[config.mk]
export PLATFORM = sky130hd
export DESIGN_NAME = fft_row_ctrl
export DESIGN_NICKNAME = d
export VERILOG_FILES = /design/src/rtl/fft_row_ctrl.sv
export SDC_FILE = /design/constraint.sdc
export NUM_CORES = 1
export LEC_CHECK = 0
export CAP_MARGIN = 20
export CORE_MARGIN = 2
export CORE_UTILIZATION = 42
export DETAILED_ROUTE_END_ITERATION = 10
export DONT_BUFFER_PORTS = 1
export PLACE_DENSITY_LB_ADDON = 0.08
export SYNTH_ARGS = -nofsm -noshare
export SYNTH_HDL_FRONTEND = slang
export SYNTH_SLANG_ARGS = --single-unit
export TNS_END_PERCENT = 1
[constraint.sdc]
create_clock -name clk -period 2.2 [get_ports clk]
set_clock_uncertainty 0.2 [all_clocks]
set_input_delay 0.44 -clock clk [delete_from_list [all_inputs] [get_ports clk]]
set_output_delay 0.44 -clock clk [all_outputs]
set_load 0.05 [all_outputs]
[src/rtl/fft_row_ctrl.sv]
// rtl/fft_row_ctrl.sv - row sequencer feeding one image row at a time through an FFT256 core
// Reads a row from line memory, streams it into the FFT, writes the bins back, one row in flight.
module fft_row_ctrl #(
  parameter int FFT_SIZE  = 256,
  parameter int IN_WIDTH  = 12,
  parameter int OUT_WIDTH = 16,
  parameter int TIMEOUT   = 1024
) (
  input  logic                 clk,
  input  logic                 rst_n,
  input  logic                 start,
  input  logic [8:0]           num_rows,
  output logic                 busy,
  output logic                 done,
  output logic                 err,
  output logic                 src_rd_en,
  output logic [15:0]          src_addr,
  input  logic [IN_WIDTH-1:0]  src_data_r,
  input  logic [IN_WIDTH-1:0]  src_data_i,
  output logic                 fft_in_valid,
  output logic [IN_WIDTH-1:0]  fft_din_r,
  output logic [IN_WIDTH-1:0]  fft_din_i,
  input  logic                 fft_out_valid,
  input  logic [OUT_WIDTH-1:0] fft_dout_r,
  input  logic [OUT_WIDTH-1:0] fft_dout_i,
  output logic                 snk_wr_en,
  output logic [15:0]          snk_addr,
  output logic [OUT_WIDTH-1:0] snk_data_r,
  output logic [OUT_WIDTH-1:0] snk_data_i
);

  localparam int IW = $clog2(TIMEOUT + 1);
  localparam logic [7:0]    COL_LAST = 8'(FFT_SIZE - 1);
  localparam logic [8:0]    BIN_FULL = 9'(FFT_SIZE);
  localparam logic [IW-1:0] IDLE_MAX = IW'(TIMEOUT);

  typedef enum logic [2:0] {S_IDLE, S_LOAD, S_FLUSH, S_DRAIN, S_DONE} state_t;

  state_t state_q, state_d;
  logic [8:0] row_q, row_d, nrows_q, nrows_d, bin_q, bin_d;
  logic [7:0] col_q, col_d;
  logic flush_q, flush_d;
  logic [IW-1:0] idle_q, idle_d;
  logic err_q, err_d;
  logic rd1_q, rd1_d, fin_v_q, fin_v_d;
  logic [IN_WIDTH-1:0] din_r_q, din_r_d, din_i_q, din_i_d;
  logic wr_q, wr_d;
  logic [15:0] waddr_q, waddr_d;
  logic [OUT_WIDTH-1:0] wdat_r_q, wdat_r_d, wdat_i_q, wdat_i_d;
  logic in_flight, accept;

  always_comb begin
    state_d  = state_q;
    row_d    = row_q;
    nrows_d  = nrows_q;
    bin_d    = bin_q;
    col_d    = col_q;
    flush_d  = flush_q;
    idle_d   = '0;
    err_d    = err_q;
    din_r_d  = din_r_q;
    din_i_d  = din_i_q;
    waddr_d  = waddr_q;
    wdat_r_d = wdat_r_q;
    wdat_i_d = wdat_i_q;

    in_flight = (state_q == S_LOAD) || (state_q == S_FLUSH) || (state_q == S_DRAIN);
    accept    = fft_out_valid && in_flight && (bin_q != BIN_FULL);

    // Two-stage read pipeline: memory latency plus the input register.
    rd1_d   = (state_q == S_LOAD);
    fin_v_d = rd1_q;
    if (rd1_q) begin
      din_r_d = src_data_r;
      din_i_d = src_data_i;
    end

    wr_d = accept;
    if (accept) begin
      waddr_d  = {row_q[7:0], bin_q[7:0]};
      wdat_r_d = fft_dout_r;
      wdat_i_d = fft_dout_i;
      bin_d    = bin_q + 9'd1;
    end
    if (fft_out_valid && !accept) err_d = 1'b1;

    case (state_q)
      S_IDLE: begin
        if (start && (num_rows != 9'd0)) begin
          state_d = S_LOAD;
          nrows_d = num_rows;
          row_d   = '0;
          col_d   = '0;
          bin_d   = '0;
          err_d   = 1'b0;
        end
      end
      S_LOAD: begin
        col_d = col_q + 8'd1;
        if (col_q == COL_LAST) begin
          col_d   = '0;
          flush_d = 1'b0;
          state_d = S_FLUSH;
        end
      end
      S_FLUSH: begin
        flush_d = 1'b1;
        if (flush_q) begin
          flush_d = 1'b0;
          state_d = S_DRAIN;
        end
      end
      S_DRAIN: begin
        if (bin_q == BIN_FULL) begin
          if (row_q == nrows_q - 9'd1) begin
            state_d = S_DONE;
          end else begin
            row_d   = row_q + 9'd1;
            bin_d   = '0;
            col_d   = '0;
            state_d = S_LOAD;
          end
        end else if (!accept) begin
          idle_d = idle_q + IW'(1);
          if (idle_d == IDLE_MAX) begin
            err_d   = 1'b1;
            state_d = S_IDLE;
          end
        end
      end
      S_DONE:  state_d = S_IDLE;
      default: state_d = S_IDLE;
    endcase
  end

  always_ff @(posedge clk) begin
    if (!rst_n) begin
      state_q  <= S_IDLE;
      row_q    <= '0;
      nrows_q  <= '0;
      bin_q    <= '0;
      col_q    <= '0;
      flush_q  <= 1'b0;
      idle_q   <= '0;
      err_q    <= 1'b0;
      rd1_q    <= 1'b0;
      fin_v_q  <= 1'b0;
      din_r_q  <= '0;
      din_i_q  <= '0;
      wr_q     <= 1'b0;
      waddr_q  <= '0;
      wdat_r_q <= '0;
      wdat_i_q <= '0;
    end else begin
      state_q  <= state_d;
      row_q    <= row_d;
      nrows_q  <= nrows_d;
      bin_q    <= bin_d;
      col_q    <= col_d;
      flush_q  <= flush_d;
      idle_q   <= idle_d;
      err_q    <= err_d;
      rd1_q    <= rd1_d;
      fin_v_q  <= fin_v_d;
      din_r_q  <= din_r_d;
      din_i_q  <= din_i_d;
      wr_q     <= wr_d;
      waddr_q  <= waddr_d;
      wdat_r_q <= wdat_r_d;
      wdat_i_q <= wdat_i_d;
    end
  end

  assign busy         = (state_q != S_IDLE);
  assign done         = (state_q == S_DONE);
  assign err          = err_q;
  assign src_rd_en    = (state_q == S_LOAD);
  assign src_addr     = src_rd_en ? {row_q[7:0], col_q} : 16'h0000;
  assign fft_in_valid = fin_v_q;
  assign fft_din_r    = din_r_q;
  assign fft_din_i    = din_i_q;
  assign snk_wr_en    = wr_q;
  assign snk_addr     = waddr_q;
  assign snk_data_r   = wdat_r_q;
  assign snk_data_i   = wdat_i_q;

endmodule

==> impl.org <==
** Status
- Run status :: finished, violations left
- The final reports fail on negative setup slack.

** Power and ir drop
- Cell area power density :: 748 nW/um^2
- Across the VDD grid, the largest voltage drop is 0.000450 V.
- Post-layout total power :: 6.08 mW
- Leakage power of the design :: 3.11 nW

** Setup path
- STA classifies the critical path endpoint as a flip-flop.
- Category of the most critical setup path :: flip-flop to flip-flop
- Worst Path Max Fanout :: 4
- Capturing point of the worst reg2reg path :: state_q[2]$_SDFFE_PN0P_
- Critical R2R Launch :: nrows_q[0]$_SDFFE_PN0P_
- Required time of the critical path :: 2.35 ns
- The worst register-to-register path has a depth of 11.
- The worst setup path is launched from a flip-flop.
- Arrival time of data at the critical path endpoint :: 2.51 ns
- Register-to-register setup slack :: -0.16 ns

** Final layout
- For this run, the post-layout net count is 844.
- Leaving out fill and tap cells, the most frequent cells in the layout are nand2_1 (121), dfxtp_1 (118), buf_4 (68).
- Leading cell type in the layout, fill and taps excluded :: nand2_1
- Of the cells placed in the final design, the portion with a size suffix greater than 1 is 24.8%.
- With fillers left out, the area of the finished cells amounts to 8130 um^2.
- The filler cells instantiated in the layout total 1,123.
- Count of inserted antenna diode cells :: 0
- Area growth syn-to-layout :: 40.6%
- Cell Count, Final, Fillers Out :: 957

** Worst hold path
- The worst hold path belongs to the class input port to flip-flop.
- Beginning of the worst hold path :: src_data_r[9]
- Along the worst hold path, the cell count comes to 2.
- For hold timing, the worst endpoint is fft_din_r[9]$_SDFFE_PN0P_.

** Clocking
- Number of buffers on the longest clock path :: 2
- CTS root buf :: clkbuf_16
- CTS H-Tree Depth :: 4
- CTS sink count :: 126
- TritonCTS created 17 clock buffers.
- Clock latency on the worst-skew pair, taken at its later pin, is 0.42 ns.
- After clock tree synthesis, the clock-pin slew on the worst setup and hold paths is 0.06 ns.
- CTS tree :: done

** Global routing
- Number of antenna violations at the first check in global routing :: 0
- For this run the aggregate overflow at the end of global routing stands at 0.
- The via count of the first global-routing pass was 4,862.
- The first global-routing pass estimated 24,000 um of wire.
- Global-route usage over all layers :: 20.6%
- Maximum number of pins on one net before global-route repair :: 98

** Placed design
- Final RePlAce weighted congestion :: 0.839
- IO Port Bufs :: 0
- Detailed placement finished with a half-perimeter wire length of 10,000 um.
- Prior to clock tree synthesis, the placed netlist has a worst setup slack of -0.281 ns.
- The placed instances occupy a cell area of 6670 um^2.
- The number of placed instances, taps included, is 863.

** STA
- Period utilisation layout :: 107%
- Final Hold Vio Count :: 0
- Unrepaired setup endpoints after global routing :: true
- Final worst hold slack :: 0.0104 ns
- Setup slack on the critical path of the routed design comes to -0.160 ns.
- Worst max-slew margin expressed relative to the limit :: 62.1%
- At the pin with the least slew margin, the transition time is 0.567 ns.
- Based on the critical path, the design can be clocked at up to 424 MHz.
- Setup violations remaining at the end of the flow were counted as 33.
- Final critical path time including I/O delays and setup :: 2.36 ns
- The number of pins exceeding their max-slew limit in the final report was 0.

** Synthesis
- For this run, asynchronously set or reset flops after synthesis account for 0%.
- Sequential element share of the synthesized area :: 43.6%
- In the synthesized netlist, the number of instances is 646.
- In this run the cell area of the synthesized design comes to 5780 um^2.
- The number of nets handed over by synthesis was 722.
- Synthesized area divided by synthesized cell count :: 8.95 um^2
- Count of warnings emitted by yosys :: 0
- Post-synth EDFFs :: 0
- Number of storage elements in the synthesis netlist :: 126
- Among all flip-flop cells after synthesis, the most frequent one is dfxtp_1.
- Post-synth cell types :: 61

** Detailed routing
- Routed wire per std cell :: 15.9 um
- Dividing the detail-routed via count by the number of cells gives 5.11.
- Via Count :: 4,886
- Detailed-routing iteration count for the pre-antenna-repair pass :: 4
- For this run, design rule violations remaining after detail routing come to 0.
- For this block, the initial DRC count from the detailed router was 144.
- Once detail routing completed, the nets flagged for antenna violations numbered 0.
- Post-Route WL :: 15,200 um

** Floorplanning
- Die outline height :: 121 um
- The die covers 14,700 um^2.
- Starting Density :: 43.3%
- Die width :: 121 um
- Io pins :: 163
- The initialized floorplan defines 42 standard-cell rows.
- The total area inside the core boundary comes to 13,300 um^2.

** Run
- Count of maximum capacitance violations :: 0
[report_power, final]
group,internal (mW),switching (mW)
registers,2.35,0.209
clock network,1.92,1.04
logic,0.292,0.270
[worst max-delay path, cell delays in order (launching register included)]
cell and delay [ns]:
dfxtp_2 0.32, buf_4 0.13, nor2_1 0.11, buf_4 0.14, nand3_1 0.11, mux2i_2 0.19
a2111oi_4 0.40, buf_4 0.20, nand3b_1 0.10, buf_4 0.16, buf_4 0.12, nor2_1 0.11
[Yosys cell counts, types with 3 or more instances]
cell type  instances  area share [%]
a31oi_1            6            0.65
and2_1            10             1.1
dfxtp_1          126              44
clkbuf_1          32             2.1
nor2_1            31             2.0
inv_1             12            0.78
xor2_1            17             2.6
o21ai_0           11            0.95
nand2b_1           6            0.65
buf_6              4            0.78
nor2b_1           40             4.3
mux2i_1           42             7.3
a22oi_1            4            0.52
ha_1               7             1.5
o211ai_1           3            0.39
and4_1             3            0.45
nor3_1             7            0.61
buf_2              3            0.26
or3_1              3            0.32
a21boi_0          47             6.1
and3_1            20             2.2
nand3b_1           4            0.52
xnor2_1           10             1.5
nand2_1          124             8.1
nor4_1             3            0.32
nor2_2             8            0.87
nand3_1            8            0.69
nand4_1           14             1.5
a21oi_1            5            0.43
[flip-flops by register name (all words and copies together) (netlist names), 3 cells and up]
name,count
idle_q,11
snk_addr,16
fft_din_r,12
snk_data_i,16
snk_data_r,16
row_q,9
fft_din_i,12
col_q,8
bin_q,9
nrows_q,9
state_q,3
[worst max-delay path by stage]
stage / start / end / slack, ns / cells after the start
2_1_floorplan: num_rows[4] / col_q[6]$_SDFFE_PN0P_ / -0.12 / 9
3_3_place_gp: nrows_q[0]$_SDFFE_PN0P_ / col_q[2]$_SDFFE_PN0P_ / -0.22 / 11
3_5_place_dp: nrows_q[0]$_SDFFE_PN0P_ / col_q[2]$_SDFFE_PN0P_ / -0.28 / 11
4_1_cts: nrows_q[5]$_SDFFE_PN0P_ / col_q[6]$_SDFFE_PN0P_ / -0.13 / 8
5_1_grt: nrows_q[2]$_SDFFE_PN0P_ / state_q[2]$_SDFFE_PN0P_ / -0.24 / 9
6_report: nrows_q[0]$_SDFFE_PN0P_ / state_q[2]$_SDFFE_PN0P_ / -0.16 / 11
[routing by layer]
| metal | vias up | track usage, % | share of wire [%] |
|---|---|---|---|
| met1 | 2313 | 24.3 | 43 |
| met3 | 18 | 5.03 | 4.6 |
| met4 | 0 | 7.69 | 1.1 |
| li1 | 2435 | - | - |
| met2 | 120 | 36.2 | 51 |
| met5 | - | 0 | 0 |
[what timing repair did]
action                                  in CTS  in global routing
gates resized for setup                     36                 13
pin swaps                                   15                  7
hold buffers                                55                  0
endpoints found under the hold margin       97                  0
cloned                                       0                  0
endpoints found under the setup margin      54                 72
setup buffers                                4                  3
[cell families after synthesis]
group | share of synthesized area, %
AO/OA/AOI/OAI | 12.9
XOR/XNOR | 4.50
adder cells (fa/ha/maj) | 1.52
buffers and inverters | 4.09
flip-flops | 43.6
multiplexers | 7.27
AND/OR/NAND/NOR | 26.1
[cell type report]
class	instances	area, um^2	share of cell area (%)
Clock inverter	14	191	2.36
Sequential cell	126	2530	31.2
Clock buffer	18	439	5.40
Inverter	12	45.0	0.554
Tap cell	176	220	2.71
Timing Repair Buffer	144	1460	18.0
Multi-Input combinational cell	467	3240	39.9
[per-stage QoR]
step | setup TNS, ns | util, %
6_report | -2.37 | 60.9
5_1_grt | -6.06 | 60.9
4_1_cts | -1.65 | 60.3
3_5_place_dp | -5.01 | 49.9
3_3_place_gp | -4.51 | 49.9
2_1_floorplan | -2.36 | -
No activity file was read; power rests on OpenSTA's default activity.
